### src/rtl/vec_memory_stage.sv
// Memory stage with a single-port data array, serialising vector accesses one lane per cycle.
// Optional per-lane write/read masking is enabled by defining VMEM_LANE_MASK_EN.
module vec_memory_stage #(
    parameter int unsigned DATA_W = 16,
    parameter int unsigned ADDR_W = 8,
    parameter int unsigned LANES  = 4,
    parameter int unsigned REG_W  = 4
) (
    input  logic                      clk,
    input  logic                      rst,
    input  logic                      validM,
    input  logic                      regWriteM,
    input  logic                      memWriteM,
    input  logic                      vecM,
    input  logic [DATA_W-1:0]         aluResM,
    input  logic [DATA_W-1:0]         PCPlus2M,
    input  logic [LANES*DATA_W-1:0]   writeDataM,
    input  logic [REG_W-1:0]          RdM,
    input  logic [1:0]                resultSrcM,
`ifdef VMEM_LANE_MASK_EN
    input  logic [LANES-1:0]          laneMaskM,
`endif
    output logic [DATA_W-1:0]         PCPlus2W,
    output logic [DATA_W-1:0]         aluResW,
    output logic [LANES*DATA_W-1:0]   readDataW,
    output logic [LANES*DATA_W-1:0]   writeDataW,
    output logic [REG_W-1:0]          RdW,
    output logic                      regWriteW,
    output logic [1:0]                resultSrcW,
    output logic                      stallM
);

    localparam int unsigned DEPTH = 2 ** ADDR_W;
    localparam int unsigned IDX_W = (LANES > 1) ? $clog2(LANES) : 1;
    localparam int unsigned VEC_W = LANES * DATA_W;
    localparam logic [IDX_W-1:0] LAST_IDX = IDX_W'(LANES - 1);

    typedef enum logic {
        S_IDLE = 1'b0,
        S_BUSY = 1'b1
    } state_t;

    logic [DATA_W-1:0] r_mem [DEPTH];
    state_t            r_state;
    logic [IDX_W-1:0]  r_idx;
    logic [VEC_W-1:0]  r_rdbuf;

    logic              w_idle;
    logic              w_scalar;
    logic              w_start_vec;
    logic              w_access;
    logic              w_last;
    logic              w_complete;
    logic              w_lane_en;
    logic              w_we;
    logic [IDX_W-1:0]  w_elem;
    logic [ADDR_W-1:0] w_addr;
    logic [DATA_W-1:0] w_rd;
    logic [DATA_W-1:0] w_wd;
    logic [VEC_W-1:0]  w_rd_vec;

    assign w_idle      = (r_state == S_IDLE);
    assign w_scalar    = w_idle & validM & ~vecM;
    assign w_start_vec = w_idle & validM & vecM;
    assign w_access    = (w_idle & validM) | ~w_idle;
    assign w_elem      = w_idle ? '0 : r_idx;
    assign w_last      = w_idle ? (w_start_vec & (LANES == 1)) : (r_idx == LAST_IDX);
    assign w_complete  = w_scalar | w_last;

    // Lane address wraps modulo DEPTH through the natural ADDR_W-bit add
    assign w_addr = aluResM[ADDR_W-1:0] + ADDR_W'(w_elem);
    assign w_rd   = r_mem[w_addr];
    assign w_wd   = writeDataM[int'(w_elem)*DATA_W +: DATA_W];

`ifdef VMEM_LANE_MASK_EN
    assign w_lane_en = ~vecM | laneMaskM[w_elem];
`else
    assign w_lane_en = 1'b1;
`endif

    assign w_we   = rst & w_access & memWriteM & w_lane_en;
    assign stallM = rst & (w_idle ? (w_start_vec & (LANES > 1)) : (r_idx != LAST_IDX));

    // Gather lanes; a new access in IDLE starts from an all-zero vector
    always_comb begin
        w_rd_vec = w_idle ? '0 : r_rdbuf;
        if (w_lane_en) begin
            w_rd_vec[int'(w_elem)*DATA_W +: DATA_W] = w_rd;
        end
    end

    // Array is never reset so contents survive an aborted vector
    always_ff @(posedge clk) begin
        if (w_we) begin
            r_mem[w_addr] <= w_wd;
        end
    end

    always_ff @(posedge clk or negedge rst) begin
        if (!rst) begin
            r_state    <= S_IDLE;
            r_idx      <= '0;
            r_rdbuf    <= '0;
            PCPlus2W   <= '0;
            aluResW    <= '0;
            readDataW  <= '0;
            writeDataW <= '0;
            RdW        <= '0;
            regWriteW  <= 1'b0;
            resultSrcW <= 2'd0;
        end else begin
            if (r_state == S_IDLE) begin
                if (w_start_vec && (LANES > 1)) begin
                    r_state <= S_BUSY;
                    r_idx   <= IDX_W'(1);
                end
            end else begin
                if (w_last) begin
                    r_state <= S_IDLE;
                    r_idx   <= '0;
                end else begin
                    r_idx <= r_idx + IDX_W'(1);
                end
            end

            r_rdbuf <= w_rd_vec;

            // Completed op loads the W stage; anything else inserts a bubble
            if (w_complete) begin
                PCPlus2W   <= PCPlus2M;
                aluResW    <= aluResM;
                readDataW  <= w_rd_vec;
                writeDataW <= writeDataM;
                RdW        <= RdM;
                regWriteW  <= regWriteM;
                resultSrcW <= resultSrcM;
            end else begin
                regWriteW  <= 1'b0;
                resultSrcW <= 2'd0;
            end
        end
    end

    if (DATA_W > ADDR_W) begin : g_hi_addr
        logic w_unused_hi;
        assign w_unused_hi = ^aluResM[DATA_W-1:ADDR_W];
    end

endmodule

### config.mk
export PLATFORM = sky130hd
export DESIGN_NAME = vec_memory_stage
export DESIGN_NICKNAME = d
export VERILOG_FILES = /design/src/rtl/vec_memory_stage.sv
export SDC_FILE = /design/constraint.sdc
export NUM_CORES = 2
export LEC_CHECK = 0
export BUFFER_PORTS_ARGS = -buffer_cell sky130_fd_sc_hd__buf_2
export CORE_MARGIN = 2
export CORE_UTILIZATION = 55
export CTS_CLUSTER_SIZE = 20
export DETAILED_ROUTE_END_ITERATION = 10
export GPL_TIMING_DRIVEN = 0
export PLACE_DENSITY = 0.78
export RECOVER_POWER = 25
export SETUP_SLACK_MARGIN = 0.15
export SYNTH_ARGS = -nofsm -noshare
export SYNTH_HDL_FRONTEND = slang
export SYNTH_SLANG_ARGS = --single-unit
### constraint.sdc
create_clock -name clk -period 18.7 [get_ports clk]
set_clock_uncertainty 0.1 [all_clocks]
set_input_delay 2.805 -clock clk [delete_from_list [all_inputs] [get_ports clk]]
set_output_delay 2.805 -clock clk [all_outputs]
set_load 0.05 [all_outputs]
# ---- Word level (Yosys, flattened, before mapping)
# Memory sizes are Yosys's and may differ from the RTL's.
# Cells that the tools add are included.
dict set report totals {
  regBits 234
  latch_bits 0
  mem_bits_rw 4096
  romBits 0
  n_memories 1
}
dict set report classes {
  add_sub_neg 3
  mul 0
  n_div 0
  magnitude_cmp 0
  eq_ne 2
  shift 3
  n_mux 15
  bitwise 10
  n_reduce_logical 1
}
# memory words word_bits rd rd_ports_with_merged_regs write_ports line
set mem_list {}
lappend mem_list {r_mem 256 16 1 0 1 43} ;# logic [DATA_W-1:0] r_mem [DEPTH];
# operator n
set ops {}
lappend ops {{64-bit bitwise mux} 1}
lappend ops {{64-bit 2-to-1 mux} 1}
lappend ops {{16-bit by 34-bit variable shift with 64-bit output (first input constant)} 1}
lappend ops {{16-bit by 34-bit variable part select with 64-bit output} 1}
lappend ops {{64-bit by 7-bit variable part select with 16-bit output} 1}
lappend ops {{6-bit negation with 34-bit output} 1}
lappend ops {{2-bit 2-to-1 mux} 5}
lappend ops {{8-bit by 2-bit adder with 8-bit output} 1}
lappend ops {{1-bit 2-to-1 mux} 8}
lappend ops {{1-bit AND} 6}
lappend ops {{2-bit by 1-bit adder with 2-bit output (second input constant)} 1}
lappend ops {{2-bit equality test (second input constant)} 1}
lappend ops {{2-bit != test (second input constant)} 1}
lappend ops {{1-bit inverter} 2}
lappend ops {{1-bit OR} 2}
lappend ops {{2-bit nonzero test} 1}

# ---- Longest topological paths before layout
dict set report depth {
  depth_word 7
  mapped_depth 20
  mapped_depth_nobuf 12
}

# ---- Least setup slack after synthesis
# OpenSTA, ideal clock, no wires.
dict set report synth_timing {
  kind {in2reg}
  from {input writeDataM[5]}
  to {memory r_mem[0][5], data pin}
  setup_time_ns 1.731
  arrival_ns 10.533
  t_required_ns 16.869
  path_slack_ns 6.336
  path_stages 2
  path_buffers 0
  path_cell_list {nand2_1 > a31oi_1}
}
dict set report synth_between {
  elab_chain_cells 1
}
# element line
set synth_rtl {}
lappend synth_rtl {{from (decl)} 17} ;# input logic [LANES*DATA_W-1:0] writeDataM,
lappend synth_rtl {{64-bit by 7-bit variable part select with 16-bit output} 73} ;# assign w_wd = writeDataM[int'(w_elem)*DATA_W +: DATA_W];
lappend synth_rtl {{net w_wd[5]} 59} ;# logic [DATA_W-1:0] w_wd;
lappend synth_rtl {{to (decl)} 43}
# The timed path passes the listed nets, and every way through them passes these cells.

# ---- Final worst setup path
dict set report layout_timing {
  from {input rst}
  to {memory r_mem[206][7] (enable)}
}
dict set report layout_between {
  elab_chain_cells 4
}
# element line
set layout_rtl {}
lappend layout_rtl {{from (decl)} 10} ;# input logic rst,
lappend layout_rtl {{1-bit AND (2 in series)} 81} ;# assign w_we = rst & w_access & memWriteM & w_lane_en;
lappend layout_rtl {{1-bit 2-to-1 mux} 94} ;# if (w_we) begin
lappend layout_rtl {{1-bit 2-to-1 mux (not written as such)} 95} ;# r_mem[w_addr] <= w_wd;
# No other way between the ends.

==> impl_metrics.yaml <==
run_status:
  status: "complete, but fails checks"
  violations: "max-capacitance violations, max-slew violations"
yosys:
  synthesis.area_um2: 167000
  synth-main-ff-cell: "edfxtp_1"
  ys_ff_latch: 4330
  yosysSeqAreaShare: 0.771
  yosysTopAreaCell: "edfxtp_1"
  synthCells: 7523
  synthMostInstantiatedCell: "edfxtp_1"
  mappedNetlistNets: 7635
  ys_top_cells_by_count: "4096 x edfxtp_1, 1190 x mux4_2, 527 x nand2_1"
  synth_cell_types: 77
  async_flop_share: 0.0540
  yosys_warnings: 0
  yosysTopAreaCellShare: 0.736
  synth_area_leaders: "edfxtp_1 74%, mux4_2 16%, dfrtp_1 3.5%"
  synth_area_per_cell_um2: 22.2
  synth_edf_count: 4096
sta:
  timing.hold.ws_ns: 0.360
  worst_slack_ns: 5.76
  setup_viol: 0
  period_share: 0.692
  worstMarginPinSlew_ns: 6.39
  rsz0062_at_grt: "no"
  maxSlewViolCount: 2420
  final-hold-violation-count: 0
  period_needed_ns: 12.94
  tns_ns: 0
  max_freq_mhz: 77.3
  maxSlewHeadroom: -3.26
power:
  power_w: 0.0352
  p_per_area_nw_per_um2: 181
  p_leak_nw: 63.3
  ir_worst_vdd_mv: 0.138
finish:
  fin_nets: 8716
  layout-drive-gt1-share: 0.335
  nFillCells: 18400
  area_delta_synth_final_pct: 16.4
  finalInstanceArea_um2: 194000
route:
  vias_per_cell: 7.47
  vias: 97100
  finalWirelength_um: 611000
  drt_iter0_markers: 19800
  firstDrtPassIters: 11
  drc_errors: 0
  wl_per_cell_um: 47.0
  detail-route-antenna-nets: 0
floorplanning:
  dieArea_um2: 308000
  die_h_um: 555
  core-area_um2: 303000
  die_x_um: 555
  io_pins: 276
  rows: 202
  start_util: 0.552
placed_design:
  portBuffers: 271
  dp_slack_ns: 6.87
  gp_congestion: 1.02
  post_dp_cell_area_um2: 182000
  dpl.hpwl_um: 399000
global_routing:
  grt_pass1_vias: 93500
  grt_first_pass_wirelength_um: 811000
  gr-usage-met1: 0.459
  grt_overflow: 0
  grt_util_met2: 0.566
  antenna_found_initial: 77
  grt-busiest-layer: "met2"
  grtUsageMet3: 0.195
  grtUsageTotal: 0.395
  grt_max_degree: 125
cts:
  cts.path.max_buffers: 4
  cts_hold_buf: 0
  cts_sinks: 4330
  cts_made_buffers: 416
  cts_tree: "done"
  cts_max_level: 5
  postCtsSetupBuffers: 0
  root_buffer: "clkbuf_16"
  clock_latency_ns: 1.01
  cts.reportedPaths.clkPinSlew_ns: 0.06
  cts_repair_resize_count: 0
critical_path:
  end_kind: "flop"
  worstSetupPathType: "in2reg"
  reg2reg_depth: 18
  cp-start-kind: "input port"
  cp_max_fo: 124
  critical_path_required_ns: 19.27
  cp.arrival_ns: 13.52
hold_path:
  hold_class: "reg2reg"
  hold_depth: 2
job:
  maxCapViolCount: 83
[where the power goes]
part           leakage, nW  switching, W  internal [W]  total, W
clock network         6.61       0.00386       0.00473   0.00859
logic                 16.8       0.00962       0.00415    0.0138
registers             39.9      0.000105        0.0127    0.0128
total                 63.3        0.0136        0.0216    0.0352
[routing by layer]
| metal | vias to the layer above | share of wire |
|---|---|---|
| li1 | 33700 | - |
| met1 | 49400 | 0.30 |
| met2 | 11200 | 0.43 |
| met3 | 2792 | 0.17 |
| met4 | 57 | 0.097 |
| met5 | - | 0.0016 |
[critical path, cell delays in order]
cell and delay [ns]:
clkbuf_1 4.39, o211ai_1 2.22, nor3_1 0.86, nand3_1 1.00
clkbuf_2 0.95, nor2_2 0.94, buf_8 0.26
[cell usage in the layout (no fill, tap or decap), drive strengths merged, types with 3 or more instances in the layout]
| cell | n |
|---|---|
| a211oi | 23 |
| a22oi | 6 |
| nand3 | 54 |
| or2 | 6 |
| bufinv | 37 |
| a22o | 8 |
| diode | 60 |
| nor2 | 322 |
| o22ai | 43 |
| nand2 | 527 |
| a211o | 3 |
| mux2i | 147 |
| nand4 | 12 |
| edfxtp | 4096 |
| mux4 | 1190 |
| or3 | 5 |
| clkbuf | 817 |
| a32oi | 13 |
| nor4 | 10 |
| o22a | 15 |
| mux2 | 49 |
| a21oi | 42 |
| o21ai | 84 |
| nor2b | 3 |
| and3 | 10 |
| dfrtp | 234 |
| and2 | 24 |
| ha | 4 |
| or4 | 15 |
| nor3 | 18 |
| clkinv | 165 |
| inv | 21 |
| a31oi | 23 |
| o211ai | 3 |
| xnor2 | 6 |
| a221o | 8 |
| buf | 821 |
| o32ai | 47 |
| clkinvlp | 16 |
[flip-flops by register name, summed over array words and instances, names as in the netlist]
signal,count
r_state,1
aluResW,16
RdW,4
r_mem,4096
writeDataW,64
readDataW,64
PCPlus2W,16
resultSrcW,2
r_rdbuf,64
regWriteW,1
r_idx,2
[metrics by stage]
step | std cells | util
after floorplan | 7523 | -
after global placement | 11800 | 0.573
after detailed placement | 12200 | 0.601
after CTS | 12900 | 0.646
after global routing | 13000 | 0.642
final | 13000 | 0.643
[final timing paths]
check                           startpoint        endpoint  slack (ns)
max in group asynchronous              rst  writeDataW[17]        6.59
worst max-delay path                   rst   r_mem[206][7]        5.76
min in group asynchronous              rst   readDataW[50]        4.08
worst min register to register  aluResW[3]      aluResW[3]        0.36
worst min-delay path            aluResW[3]      aluResW[3]        0.36
worst max register to register    r_idx[1]   r_mem[206][7]        6.96
[cell type report]
type / count / area, um^2 / share of cell area
inverters: 5 / 20.0 / 0.000103
well taps: 3978 / 4980 / 0.0256
plain buffers: 436 / 2760 / 0.0142
diodes: 60 / 150 / 0.000772
multi-input cells: 2752 / 36400 / 0.187
clock buffers: 539 / 11100 / 0.0569
flip-flops and latches: 4330 / 129000 / 0.663
clock inverters: 234 / 2580 / 0.0133
repair buffers: 663 / 7620 / 0.0392
[kinds of logic after synthesis]
| logic type | Yosys count | synth area share |
|---|---|---|
| AND/OR/NAND/NOR | 1014 | 0.0252 |
| multiplexers | 1386 | 0.172 |
| AO/OA/AOI/OAI | 340 | 0.0139 |
| buffers and inverters | 441 | 0.0163 |
| adder cells (fa/ha/maj) | 4 | 0.000300 |
| XOR/XNOR | 8 | 0.000644 |
| flip-flops | 4330 | 0.771 |
No activity file was read; power rests on OpenSTA's default activity.
